<file path="config.mk">
export PLATFORM = sky130hd
export DESIGN_NAME = pipeline_hazard_controller
export DESIGN_NICKNAME = d
export VERILOG_FILES = /design/src/rtl/pipeline_hazard_controller.sv
export SDC_FILE = /design/constraint.sdc
export NUM_CORES = 1
export LEC_CHECK = 0
export ABC_AREA = 1
export BUFFER_PORTS_ARGS = -buffer_cell sky130_fd_sc_hd__buf_2
export CAP_MARGIN = 20
export CELL_PAD_IN_SITES_DETAIL_PLACEMENT = 2
export CELL_PAD_IN_SITES_GLOBAL_PLACEMENT = 2
export CORE_MARGIN = 5
export CORE_UTILIZATION = 16
export CTS_CLUSTER_DIAMETER = 80
export CTS_CLUSTER_SIZE = 20
export DETAILED_ROUTE_END_ITERATION = 6
export PLACE_DENSITY = 0.78
export SLEW_MARGIN = 5
export SYNTH_ARGS = -nofsm -noshare
export SYNTH_HDL_FRONTEND = slang
export SYNTH_SLANG_ARGS = --single-unit
export TNS_END_PERCENT = 50
</file>
<file path="constraint.sdc">
create_clock -name clk -period 1.3 [get_ports clk]
set_clock_uncertainty 0.15 [all_clocks]
set_input_delay 0.195 -clock clk [delete_from_list [all_inputs] [get_ports clk]]
set_output_delay 0.195 -clock clk [all_outputs]
set_load 0.03 [all_outputs]
</file>
<file path="src/rtl/pipeline_hazard_controller.sv">
// Hazard sequencer for the 5-stage in-order pipeline: stall/flush control and EX operand bypass selects.
// Optional performance counters are built when HAZARD_PERF_CNT_EN is defined.
//
// state      | meaning
// RUN        | normal issue; load-use and mispredict handled in place
// MEM_WAIT   | data memory busy, whole pipe held
// FLUSH_PEND | memory busy and a mispredict is waiting; flush once the wait ends
module pipeline_hazard_controller #(
  parameter int REG_ADDR_W = 5,
  parameter int CNT_W      = 32
) (
  input  logic                  clk,
  input  logic                  rst,
  input  logic [REG_ADDR_W-1:0] id_rs1_addr,
  input  logic [REG_ADDR_W-1:0] id_rs2_addr,
  input  logic                  id_use_rs1,
  input  logic                  id_use_rs2,
  input  logic [REG_ADDR_W-1:0] ex_rd_addr,
  input  logic                  ex_w_enable,
  input  logic                  ex_is_load,
  input  logic                  ex_mispredict,
  input  logic [REG_ADDR_W-1:0] ma_rd_addr,
  input  logic                  ma_w_enable,
  input  logic                  ma_is_forwardable,
  input  logic [REG_ADDR_W-1:0] wb_rd_addr,
  input  logic                  wb_w_enable,
  input  logic                  dmem_busy,
  output logic                  stall_if,
  output logic                  stall_id,
  output logic                  stall_ex,
  output logic                  stall_ma,
  output logic                  flush_id,
  output logic                  flush_ex,
  output logic                  flush_ma,
  output logic [1:0]            bypass_sel_rs1,
  output logic [1:0]            bypass_sel_rs2,
  output logic [1:0]            ctrl_state
`ifdef HAZARD_PERF_CNT_EN
  ,
  output logic [CNT_W-1:0]      perf_stall_cycles,
  output logic [CNT_W-1:0]      perf_flush_count,
  output logic [CNT_W-1:0]      perf_load_use_count
`endif
);

  if (CNT_W < 1 || REG_ADDR_W < 1) begin : g_bad_params
    $error("pipeline_hazard_controller: widths must be positive");
  end

  typedef enum logic [1:0] {
    RUN        = 2'd0,
    MEM_WAIT   = 2'd1,
    FLUSH_PEND = 2'd2
  } state_t;

  state_t state, next_state;
  logic   load_use_hit, load_use_act, mispredict_act;
  logic [1:0] sel_rs1_nxt, sel_rs2_nxt;

  // A WB match deliberately yields 0: the regfile writes through to the ID read.
  function automatic logic [1:0] src_sel(input logic [REG_ADDR_W-1:0] rs);
    logic [1:0] s;
    s = 2'd0;
    if (rs == '0)                                             s = 2'd0;
    else if (ex_w_enable && !ex_is_load && ex_rd_addr == rs)  s = 2'd1;
    else if (ma_w_enable && ma_is_forwardable && ma_rd_addr == rs) s = 2'd2;
    else if (wb_w_enable && wb_rd_addr == rs)                 s = 2'd0;
    return s;
  endfunction

  assign load_use_hit = ex_is_load && ex_w_enable && (ex_rd_addr != '0) &&
                        ((id_use_rs1 && id_rs1_addr == ex_rd_addr) ||
                         (id_use_rs2 && id_rs2_addr == ex_rd_addr));

  assign sel_rs1_nxt = src_sel(id_rs1_addr);
  assign sel_rs2_nxt = src_sel(id_rs2_addr);

  always_comb begin
    next_state     = state;
    stall_if       = 1'b0;
    stall_id       = 1'b0;
    stall_ex       = 1'b0;
    stall_ma       = 1'b0;
    flush_id       = 1'b0;
    flush_ex       = 1'b0;
    flush_ma       = 1'b0;
    mispredict_act = 1'b0;
    load_use_act   = 1'b0;

    case (state)
      RUN:        if (dmem_busy) next_state = ex_mispredict ? FLUSH_PEND : MEM_WAIT;
      MEM_WAIT:   if (!dmem_busy) next_state = RUN;
                  else if (ex_mispredict) next_state = FLUSH_PEND;
      FLUSH_PEND: if (!dmem_busy) next_state = RUN;
      default:    next_state = RUN;
    endcase

    mispredict_act = (state == RUN && ex_mispredict) || (state == FLUSH_PEND && !dmem_busy);

    // Reset masks every control so nothing pending leaks out during the reset cycle.
    if (rst) begin
      next_state = RUN;
    end else if (dmem_busy) begin
      stall_if = 1'b1;
      stall_id = 1'b1;
      stall_ex = 1'b1;
      stall_ma = 1'b1;
    end else if (mispredict_act) begin
      flush_id = 1'b1;
      flush_ex = 1'b1;
    end else if (load_use_hit) begin
      stall_if     = 1'b1;
      stall_id     = 1'b1;
      flush_ex     = 1'b1;
      load_use_act = 1'b1;
    end
  end

  always_ff @(posedge clk) begin
    if (rst) begin
      state          <= RUN;
      bypass_sel_rs1 <= 2'd0;
      bypass_sel_rs2 <= 2'd0;
    end else begin
      state <= next_state;
      if (flush_ex) begin
        bypass_sel_rs1 <= 2'd0;
        bypass_sel_rs2 <= 2'd0;
      end else if (!stall_ex) begin
        bypass_sel_rs1 <= sel_rs1_nxt;
        bypass_sel_rs2 <= sel_rs2_nxt;
      end
    end
  end

  assign ctrl_state = state;

`ifdef HAZARD_PERF_CNT_EN
  localparam logic [CNT_W-1:0] CNT_ONE = 1;

  always_ff @(posedge clk) begin
    if (rst) begin
      perf_stall_cycles   <= '0;
      perf_flush_count    <= '0;
      perf_load_use_count <= '0;
    end else begin
      if (stall_ex && perf_stall_cycles != '1)       perf_stall_cycles   <= perf_stall_cycles + CNT_ONE;
      if (flush_id && perf_flush_count != '1)        perf_flush_count    <= perf_flush_count + CNT_ONE;
      if (load_use_act && perf_load_use_count != '1) perf_load_use_count <= perf_load_use_count + CNT_ONE;
    end
  end
`endif

endmodule
</file>
==> flow_metrics.env <==
export IMPL_final_min_clock_period_ps=1610
export IMPL_reg2reg_depth=5
export IMPL_viasPerCell=4.19
export IMPL_start_util_pct=16.8
export IMPL_min_path_cells=3
export IMPL_fp_row_count=23
export IMPL_dp_cells=235
export IMPL_root_buffer="clkbuf_8"
export IMPL_synth_adder_area_share_pct=0
export IMPL_layout_area_seq_um2=125
export IMPL_p_sw_share_pct=33.3
export IMPL_syn_area_per_cell_um2=5.63
export IMPL_powerDensity_nw_per_um2=662
export IMPL_setup_ws_ps=-306
export IMPL_synth_top_family_by_area="simple AND/OR/NAND/NOR gates"
export IMPL_area_growth_pct=86.9
export IMPL_design_die_area_um2=5660
export IMPL_seqPwrFrac_pct=22.7
export IMPL_place_congestion=0.776
export IMPL_synth_top_area_cell="nand2_1"
export IMPL_finalSetupViolCount=4
export IMPL_cp_start_kind="flop"
export IMPL_cts_max_level=1
export IMPL_dr_total_vias=1018
export IMPL_core_area_um2=4060
export IMPL_wl_um=3180
export IMPL_die_width_um=75.2
export IMPL_cts_buffers_inserted=3
export IMPL_ys_top_cells_by_area="nand2_1 (18%), dfxtp_1 (18%), xor2_1 (9.0%)"
export IMPL_holdBufCountCts=0
export IMPL_synth_distinct_cells=22
export IMPL_violations="setup timing"
export IMPL_design_area_um2=1270
export IMPL_antenna_found_initial=0
export IMPL_ys_seq_elements=6
export IMPL_clock_power_share_pct=36.6
export IMPL_final_util_pct=31.4
export IMPL_drive_above_1_share_pct=49.2
export IMPL_r2r_start="ctrl_state[1]"
export IMPL_power_leakage_nw=0.697
export IMPL_overflow=0
export IMPL_finalHoldViolCount=0
export IMPL_diodes=0
export IMPL_p_switching_uw=280
export IMPL_cap_violations=0
export IMPL_post_dp_hpwl_um=2750
export IMPL_drc=0
export IMPL_multiInputGateArea_um2=495
export IMPL_cp_data_arrival_time_ps=1260
export IMPL_reg2reg_to="bypass_sel_rs2[1]"
export IMPL_min_period_over_period_pct=124
export IMPL_ir_worst_vdd_uv=206
export IMPL_postRouteAntennaNets=0
export IMPL_nets=230
export IMPL_drt_iter0_drc=14
export IMPL_synthXorXnorAreaFrac_pct=12.9
export IMPL_syn_nets=157
export IMPL_num_io_pins=49
export IMPL_grt_start_max_net_pins=6
export IMPL_fin_tns_setup_ps=-1160
export IMPL_muxShareOfSynthArea_pct=0
export IMPL_finalNonFillerCells=243
export IMPL_nFillCells=505
export IMPL_grt_pass1_vias=1122
export IMPL_r2r_slack_ps=100
export IMPL_clkSinkCount=6
export IMPL_grt_pass1_wl_um=5080
export IMPL_hold_start="ex_mispredict"
export IMPL_path_max_fanout=3
export IMPL_synth_warnings=0
export IMPL_portBuffers=41
export IMPL_synthCells=121
export IMPL_endpoint_kind="output port"
export IMPL_wire_per_inst_um=13.1
export IMPL_yosysSeqAreaShare_pct=17.6
export IMPL_fmax_mhz=623
export IMPL_yosys_area_top_type_share_pct=18.2
export IMPL_first_pass_iters=4
export IMPL_critPathRequiredTime_ps=950
export IMPL_track_usage_pct=11.8
export IMPL_comb_power_share_pct=40.8
export IMPL_intPower_uw=562
export IMPL_rsz0062_at_grt="true"
export IMPL_clkTransAtPathRegs_ps=40
export IMPL_hold_end="ctrl_state[0]"
export IMPL_cts_tree="done"
export IMPL_insertion_delay_ps=230
export IMPL_hp_class="input pin to flop"
export IMPL_die_y_um=75.2
export IMPL_critPathKind="flop to output port"
export IMPL_status="complete, but fails checks"
export IMPL_post_place_ws_ps=-339
export IMPL_synth_cell_area_um2=681
export IMPL_synth_compound_gate_area_share_pct=10.1
export IMPL_cts_buffer_depth=2
export IMPL_yosys_area_share_simple_pct=43.9
export IMPL_report_final_slew_viol_count=0
export IMPL_place_area_um2=1150
## logic make-up after synthesis
| logic type | count (synthesis) |
|---|---|
| other | 1 |
| buffers and inverters | 24 |
| AND/OR/NAND/NOR | 68 |
| XOR/XNOR | 10 |
| flip-flops | 6 |
| AO/OA/AOI/OAI | 12 |
## what timing repair did
| action | CTS | global route |
|---|---|---|
| hold endpoints to repair | 0 | 0 |
| resized for setup | 8 | 12 |
| setup buffers | 2 | 2 |
| setup endpoints to repair | 4 | 10 |
| pin swaps | 5 | 5 |
## cell type report
type	instances	share of cell area (%)
Clock buffer	4	3.54
Tap cell	50	4.92
Timing Repair Buffer	71	36.6
Sequential cell	6	9.83
Multi-Input combinational cell	91	38.9
Inverter	21	6.19
## state kept, by name, indices dropped and copies added (netlist names)
signal          flops
ctrl_state          2
bypass_sel_rs1      2
bypass_sel_rs2      2
## power by group through the flow
stage | Sequential (mW) | Combinational [mW] | Clock [mW]
after floorplan | 0.201 | 0.144 | 0
after global placement | 0.194 | 0.305 | 0
after detailed placement | 0.195 | 0.316 | 0
after CTS | 0.191 | 0.334 | 0.314
after global routing | 0.191 | 0.379 | 0.336
final | 0.191 | 0.344 | 0.308
## critical path, stage by stage, from the launching register on
cell and delay, ps:
dfxtp_4 360, nor2_4 40, a211oi_2 200, inv_1 130, a21oi_2 150, buf_6 140
## synthesized netlist by cell type
master and instances:
conb_1 1, nand4_1 5, a21oi_1 5, buf_4 3, inv_2 5, nor3_1 4
nor2_4 1, inv_1 16, xnor2_1 3, or2_2 1, o22ai_1 1, xor2_1 7
nand3_1 6, o21ai_1 3, nand2_1 33, a21boi_0 1, dfxtp_1 6, nor2_2 1
or2_0 1, nor2_1 15, a211oi_1 2, nand3b_1 1
## metrics by stage
| stage | power, mW | hold WS (ps) |
|---|---|---|
| 2_1_floorplan | 0.346 | 114 |
| 3_3_place_gp | 0.499 | 299 |
| 3_5_place_dp | 0.511 | 308 |
| 4_1_cts | 0.839 | 124 |
| 5_1_grt | 0.906 | 136 |
| 6_report | 0.843 | 119 |
## placed cells by master, fill, tap and decap left out, drive strengths merged, types with 3 or more instances in the layout
cell / n
buf: 70
a21oi: 5
nor2: 17
nor3: 4
nand3: 6
dfxtp: 6
xnor2: 3
inv: 21
o21ai: 3
xor2: 7
clkbuf: 5
nand2: 33
nand4: 5
## worst max path at each step
stage | from | end | cells past startpoint
after global placement | ex_rd_addr[2] | flush_ex | 10
final | ctrl_state[1] | flush_ex | 5
after floorplan | ctrl_state[1] | stall_if | 6
after detailed placement | ex_rd_addr[2] | stall_id | 10
after CTS | ctrl_state[1] | stall_id | 6
after global routing | ctrl_state[1] | flush_ex | 5
## layer usage
layer / part of all wire (%) / global-route usage (%) / vias up / wire length, µm
met5: 0 / 0 / - / 0
met4: 1.8 / 4.08 / 0 / 58
met3: 3.9 / 2.14 / 5 / 125
met2: 53 / 22.1 / 23 / 1680
met1: 41 / 13.3 / 467 / 1320
li1: - / - / 523 / -
(Power assumes the default switching activity.)
